<file path="src/rtl/uart_receiver.sv">
// 8N1 UART receiver with 16x oversampling, start/stop validation and a
// holding register that the consumer acknowledges with i_rdy_clr.
module uart_receiver (
    input  logic       clk,
    input  logic       reset,
    input  logic       i_clken,
    input  logic       i_rx,
    input  logic       i_rdy_clr,
    output logic [7:0] o_dout,
    output logic       o_rdy,
    output logic       o_overrun,
    output logic       o_framing_err,
    output logic       o_rx_busy,
    output logic [1:0] o_dbg_state
);

    typedef enum logic [1:0] {
        S_IDLE  = 2'd0,
        S_START = 2'd1,
        S_DATA  = 2'd2,
        S_STOP  = 2'd3
    } state_t;

    logic       r_rx_meta;
    logic       r_rx_s;
    state_t     r_state;
    logic [3:0] r_sample;
    logic [2:0] r_bitpos;
    logic [7:0] r_data;
    logic [7:0] r_dout;
    logic       r_rdy;
    logic       r_overrun;
    logic       r_framing_err;

    state_t     w_state_nxt;
    logic [3:0] w_sample_nxt;
    logic [2:0] w_bitpos_nxt;
    logic [7:0] w_data_nxt;
    logic       w_store;
    logic       w_frame_bad;
    logic [7:0] w_dout_nxt;
    logic       w_rdy_nxt;
    logic       w_overrun_nxt;

    // Two-flop synchronizer; idles high so reset never looks like a start bit.
    always_ff @(posedge clk or posedge reset) begin
        if (reset) begin
            r_rx_meta <= 1'b1;
            r_rx_s    <= 1'b1;
        end else begin
            r_rx_meta <= i_rx;
            r_rx_s    <= r_rx_meta;
        end
    end

    always_comb begin
        w_state_nxt  = r_state;
        w_sample_nxt = r_sample;
        w_bitpos_nxt = r_bitpos;
        w_data_nxt   = r_data;
        w_store      = 1'b0;
        w_frame_bad  = 1'b0;
        if (i_clken) begin
            case (r_state)
                S_IDLE: begin
                    if (!r_rx_s) begin
                        w_state_nxt  = S_START;
                        w_sample_nxt = 4'd0;
                    end
                end
                S_START: begin
                    // A high line anywhere before mid-start is treated as noise.
                    if (r_rx_s) begin
                        w_state_nxt = S_IDLE;
                    end else if (r_sample == 4'd7) begin
                        w_state_nxt  = S_DATA;
                        w_sample_nxt = 4'd0;
                        w_bitpos_nxt = 3'd0;
                    end else begin
                        w_sample_nxt = r_sample + 4'd1;
                    end
                end
                S_DATA: begin
                    if (r_sample == 4'd15) begin
                        w_data_nxt[r_bitpos] = r_rx_s;
                        w_sample_nxt         = 4'd0;
                        if (r_bitpos == 3'd7) begin
                            w_state_nxt = S_STOP;
                        end else begin
                            w_bitpos_nxt = r_bitpos + 3'd1;
                        end
                    end else begin
                        w_sample_nxt = r_sample + 4'd1;
                    end
                end
                S_STOP: begin
                    if (r_sample == 4'd15) begin
                        w_state_nxt  = S_IDLE;
                        w_sample_nxt = 4'd0;
                        w_store      = r_rx_s;
                        w_frame_bad  = !r_rx_s;
                    end else begin
                        w_sample_nxt = r_sample + 4'd1;
                    end
                end
                default: begin
                    w_state_nxt  = S_IDLE;
                    w_sample_nxt = 4'd0;
                end
            endcase
        end
    end

    // A store in the same cycle as an acknowledge wins and leaves overrun clear.
    always_comb begin
        w_dout_nxt    = r_dout;
        w_rdy_nxt     = r_rdy;
        w_overrun_nxt = r_overrun;
        if (i_rdy_clr) begin
            w_rdy_nxt     = 1'b0;
            w_overrun_nxt = 1'b0;
        end
        if (w_store) begin
            w_dout_nxt = r_data;
            w_rdy_nxt  = 1'b1;
            if (r_rdy && !i_rdy_clr) begin
                w_overrun_nxt = 1'b1;
            end
        end
    end

    always_ff @(posedge clk or posedge reset) begin
        if (reset) begin
            r_state       <= S_IDLE;
            r_sample      <= 4'd0;
            r_bitpos      <= 3'd0;
            r_data        <= 8'h00;
            r_dout        <= 8'h00;
            r_rdy         <= 1'b0;
            r_overrun     <= 1'b0;
            r_framing_err <= 1'b0;
        end else begin
            r_state       <= w_state_nxt;
            r_sample      <= w_sample_nxt;
            r_bitpos      <= w_bitpos_nxt;
            r_data        <= w_data_nxt;
            r_dout        <= w_dout_nxt;
            r_rdy         <= w_rdy_nxt;
            r_overrun     <= w_overrun_nxt;
            r_framing_err <= w_frame_bad;
        end
    end

    assign o_dout        = r_dout;
    assign o_rdy         = r_rdy;
    assign o_overrun     = r_overrun;
    assign o_framing_err = r_framing_err;
    assign o_rx_busy     = (r_state != S_IDLE);
    assign o_dbg_state   = r_state;

endmodule

</file>
<file path="config.mk">
export PLATFORM = sky130hd
export DESIGN_NAME = uart_receiver
export DESIGN_NICKNAME = d
export VERILOG_FILES = /design/src/rtl/uart_receiver.sv
export SDC_FILE = /design/constraint.sdc
export NUM_CORES = 1
export LEC_CHECK = 0
export CAP_MARGIN = 20
export CORE_MARGIN = 4
export CORE_UTILIZATION = 30
export CTS_BUF_LIST = sky130_fd_sc_hd__clkbuf_4 sky130_fd_sc_hd__clkbuf_8
export CTS_CLUSTER_SIZE = 40
export DETAILED_ROUTE_END_ITERATION = 8
export DONT_BUFFER_PORTS = 1
export GPL_ROUTABILITY_DRIVEN = 0
export PLACE_DENSITY_LB_ADDON = 0.25
export SLEW_MARGIN = 10
export SYNTH_ARGS = -nofsm -noshare
export SYNTH_HDL_FRONTEND = slang
export SYNTH_SLANG_ARGS = --single-unit
</file>
<file path="constraint.sdc">
create_clock -name clk -period 1.8 [get_ports clk]
set_input_delay 0.18 -clock clk [delete_from_list [all_inputs] [get_ports clk]]
set_output_delay 0.18 -clock clk [all_outputs]
set_load 0.01 [all_outputs]
</file>
Word level (Yosys, flattened, before mapping)
Cells that the tools add are included.
{"block": "op_classes", "addsub": 2, "n_lt_le_gt_ge": 2, "n_eq_ne": 14, "n_mux": 31, "reduce_logical": 13}
{"cell": "$mux 4", "n": 4}
{"cell": "$ne 2x2->1 const B", "n": 7}
{"cell": "$mux 1", "n": 12}
{"cell": "$mux 2", "n": 6}
{"cell": "$mux 3", "n": 4}
{"cell": "$pmux 4 s3", "n": 1}
{"cell": "$reduce_and 6->1", "n": 2}
{"cell": "$bwmux 8", "n": 1}
{"cell": "$pmux 2 s4", "n": 1}
{"cell": "$pmux 3 s2", "n": 1}
{"cell": "$reduce_and 3->1", "n": 2}
{"cell": "$reduce_bool 2->1", "n": 3}
{"cell": "$add 4x1->4 const B", "n": 1}
{"cell": "$eq 2x2->1 const B", "n": 2}
{"cell": "$eq 4x3->1 const B", "n": 1}
{"cell": "$eq 4x4->1 const B", "n": 1}
{"cell": "$lt 3x4->1 const B", "n": 1}
{"cell": "$add 3x1->3 const B", "n": 1}
{"cell": "$demux 1 s3", "n": 1}
{"cell": "$eq 3x3->1 const B", "n": 1}
{"cell": "$ge 3x1->1 const B", "n": 1}
{"cell": "$ne 3x3->1 const B", "n": 1}
{"cell": "$eq 2x1->1 const B", "n": 1}
{"cell": "$logic_and 1x1->1", "n": 2}
{"cell": "other kinds (3)", "n": 4}
{"block": "word_totals", "reg_bits": 30, "inputBits": 5, "output_inout_bits": 14, "word_cells": 72}

Depth between registers and ports, before layout
{"block": "logic_depth", "ltp_word": 5, "ltp_mapped": 6, "mapped_depth_nobuf": 6}

Worst setup path before layout
No wires, ideal clock.
{"block": "synth_timing", "path_kind": "register to register", "from": "register r_sample[0]", "to": "register r_data[4]", "setup_time_ps": 125, "arrival_time_ps": 1492, "required_time_ps": 1675, "slack_ps": 183, "stages_incl_launch_ff": 7, "path_buffers": 1, "period_less_slack_ps": 1617, "cell_sequence": "dfrtp_1 -> ha_1 -> buf_4 -> and4_1 -> nand2_1 -> nor3_1 -> mux2_2"}
{"block": "synth_between", "elab_chain_len": 2}
{"item": "from (decl)", "line": "27", "rtl": "logic [3:0] r_sample;"}
{"item": "from (signal assigned)", "line": "144", "rtl": "r_sample <= w_sample_nxt;"}
{"item": "$eq 4x4->1", "line": "84", "rtl": "if (r_sample == 4'd15) begin"}
{"item": "$reduce_and 3->1 (no source line)"}
{"item": "to (signal assigned)", "line": "146", "rtl": "r_data <= w_data_nxt;"}
{"item": "to (decl)", "line": "29", "rtl": "logic [7:0] r_data;"}
Every way passes these cells.
A chain may end at the register's enable or synchronous reset.

Worst setup path in the final report
Ends and elaborated chain as after synthesis.

==> qor.txt <==
outcome - complete, no violations
Post-Syn Instances - 127
Reg power frac - 46.2%
standard-cell row count - 25
DR WL/cell - 15.4 um
Final TNS setup - 0 ns
clock slew at reported path FFs - 0.07 ns
flop and latch count out of synthesis - 30
Design Area, Final - 1690 um2
HPWL after detailed placement - 2.01 mm
largest net degree at the start of global routing - 31
core area - 4690 um2
Clock Power Share - 37.5%
final slew viol count - 0
final hold violations - 0
Worst setup SP type - flip-flop
fillers - 460
Worst-Margin Slew - 0.388 ns
Clock Latency Late Sink - 0.28 ns
Iteration-0 DRC Markers - 42
Remaining Overflow, GRT - 0
layout cells sized above 1 - 30.4%
skew final - 0.00598 ns
H-Tree Depth - 2
TritonCTS clock tree - done
I/O pin cnt - 19
Unique masters post-synth - 40
Routed Antenna Nets - 0
CP endpoint kind - flip-flop
Die X - 77.6 um
synth top area cells - dfrtp_1 48%, mux2_2 13%, dfstp_2 3.6%
setup bufs post-CTS - 0
Critical Path End - r_data[4]
Max Freq - 590 MHz
FF-to-FF setup slack - 0.10 ns
Mapped Nets - 135
CP Max Fanout - 5
Slew HR - 74.1%
CTS Root Cell - clkbuf_8
Antenna Cells - 0
critical path arrival - 1.86 ns
VDD IR max - 0.576 mV
R2R Path End - r_data[4]
Sink Count - 30
top-area cell type share of the netlist area - 48.3%
detailed-route vias per instance - 5.40
Die Area - 6010 um2
Area after DPL - 1530 um2
syn avg cell area - 11.4 um2
Layout area overhead - 16.5%
Sw Ratio - 28.3%
fin crit period - 1.70 ns
final setup fails - 0
leading area contributor after synthesis - dfrtp_1
via count - 1037
netlist area before placement - 1450 um2
CTS Buffer Depth - 2
pwr/cell area - 1040 nW/um2
number of buffers created by CTS - 5
Comb power frac - 16.3%
Hold Path Class - input port to flip-flop
total track usage - 10.7%
DRC - 0
unrepaired setup endpoints after global routing - false
Routed WL - 2.96 mm
CP Data Required Time - 1.97 ns
number of warnings issued by yosys - 0
Pint - 0.00126 W
register area share after synthesis - 51.9%
first-pass GRT wire length - 5.00 mm
Worst Setup SP - r_sample[0]
critical path class - flip-flop to flip-flop
max cap viols - 0
Port Buffers - 0
Nets - 145
Die Ht - 77.6 um
Reg2Reg Launch Point - r_sample[0]
Tcrit/Tclk final - 94.2%
antenna violations before repair - 0
sw power - 0.000499 W
vias in the first global route - 1038
Initial Util - 30.9%
P_leak - 0.791 nW
Worst R2R Path Depth - 5
drt pass-1 iters - 4
[power groups by stage]
stage / Combinational (W) / Clock [W] / Sequential (W)
final: 0.000286 / 0.000660 / 0.000814
after global routing: 0.000312 / 0.000716 / 0.000823
after CTS: 0.000280 / 0.000674 / 0.000808
after detailed placement: 0.000271 / 0 / 0.000821
after global placement: 0.000263 / 0 / 0.000817
after floorplan: 0.000263 / 0 / 0.000773
[flip-flops by register name (all words and copies together) (netlist names), named ones only]
name           cells
o_dbg_state        1
o_dout             8
o_framing_err      1
o_overrun          1
o_rdy              1
r_bitpos           3
r_data             8
r_rx_meta          1
r_rx_s             1
r_sample           4
[worst min-delay path by stage]
| stage | start | to | slack [ns] | cells past startpoint |
|---|---|---|---|---|
| 2_1_floorplan | i_rx | r_rx_meta | 0.18 | 0 |
| 3_3_place_gp | reset | r_sample[2] | 0.17 | 2 |
| 3_5_place_dp | reset | r_sample[1] | 0.17 | 2 |
| 4_1_cts | i_clken | o_dbg_state[0] | 0.0004 | 1 |
| 5_1_grt | i_rdy_clr | o_rdy | 0.08 | 2 |
| 6_report | i_rdy_clr | o_rdy | 0.08 | 2 |
[layout make-up]
type | instances | area (um2) | area share, %
clock buffers | 5 | 68.8 | 4.07
clock inverters | 3 | 40.0 | 2.37
inverters | 4 | 15.0 | 0.888
multi-input cells | 85 | 638 | 37.7
flip-flops and latches | 30 | 753 | 44.6
well taps | 54 | 67.6 | 4.00
repair buffers | 11 | 108 | 6.37
[placed cells by master, fill, tap and decap left out, types with 2 or more instances in the layout]
master	count
nor4_1	2
ha_1	2
dfrtp_1	28
and3_1	2
nor3_1	2
nand2b_1	2
nand4_1	2
nand3_1	2
clkinv_2	2
nand2_1	9
mux2_2	17
dfstp_2	2
a21o_1	2
a22o_1	2
buf_4	5
clkbuf_8	5
o21ai_0	3
or2_2	2
nor2_1	8
dlygate4sd3_1	5
a21oi_1	8
inv_1	4
[cell families after synthesis]
logic type	count (synthesis)	synth area share [%]
AND/OR/NAND/NOR	41	17.0
adder cells (fa/ha/maj)	3	2.59
AO/OA/AOI/OAI	24	10.9
multiplexers	17	13.2
flip-flops	30	51.9
buffers and inverters	12	4.40
[routing by layer]
metal / track usage, % / vias up / share of wire (%)
li1: - / 477 / -
met1: 13.1 / 523 / 44
met2: 16.7 / 30 / 48
met3: 4.29 / 7 / 5.4
met4: 4.63 / 0 / 2.4
met5: 0 / - / 0
[critical path: stages, from the launching register on]
cell and delay [ns]:
dfrtp_1 0.43, ha_2 0.26, and4_2 0.29, nand2_1 0.08, nor3_1 0.19, mux2_2 0.35
[stage by stage]
step                total power, W  setup WS (ns)  utilization (%)  hold WS (ns)  instances
detailed placement         0.00109         0.0944             32.6         0.173        179
global placement           0.00108          0.145             32.6         0.173        179
global route               0.00185        0.00955             36.0        0.0762        192
floorplan                  0.00104          0.183                -         0.184        127
CTS                        0.00176         0.0797             35.7      0.000437        191
finish                     0.00176          0.104             36.0        0.0765        192
[cell usage after synthesis]
master	number
a211oi_1	1
a21o_1	2
a21oi_1	8
a22o_1	2
a311oi_1	1
a31o_2	1
a31oi_1	1
a32oi_1	1
a41oi_1	1
and2b_1	1
and3_1	2
and4_1	1
and4b_1	1
buf_2	3
buf_4	4
clkbuf_1	1
dfrtp_1	28
dfstp_2	2
ha_1	3
inv_1	4
mux2_2	17
nand2_1	9
nand2_4	1
nand2b_1	2
nand3_1	2
nand3_2	1
nand4_1	2
nand4b_1	1
nor2_1	8
nor2b_4	1
nor3_1	2
nor3_4	1
nor4_1	2
o211ai_1	1
o21a_1	1
o21ai_0	3
o31ai_1	1
or2_1	1
or2_2	2
or4_1	1
[repair_timing]
| item | in CTS | in global routing |
|---|---|---|
| hold buffers | 4 | 1 |
| endpoints found under the setup margin | 0 | 4 |
| resized for setup | 0 | 2 |
| hold endpoints to repair | 31 | 1 |
No activity file was read; power rests on OpenSTA's default activity.
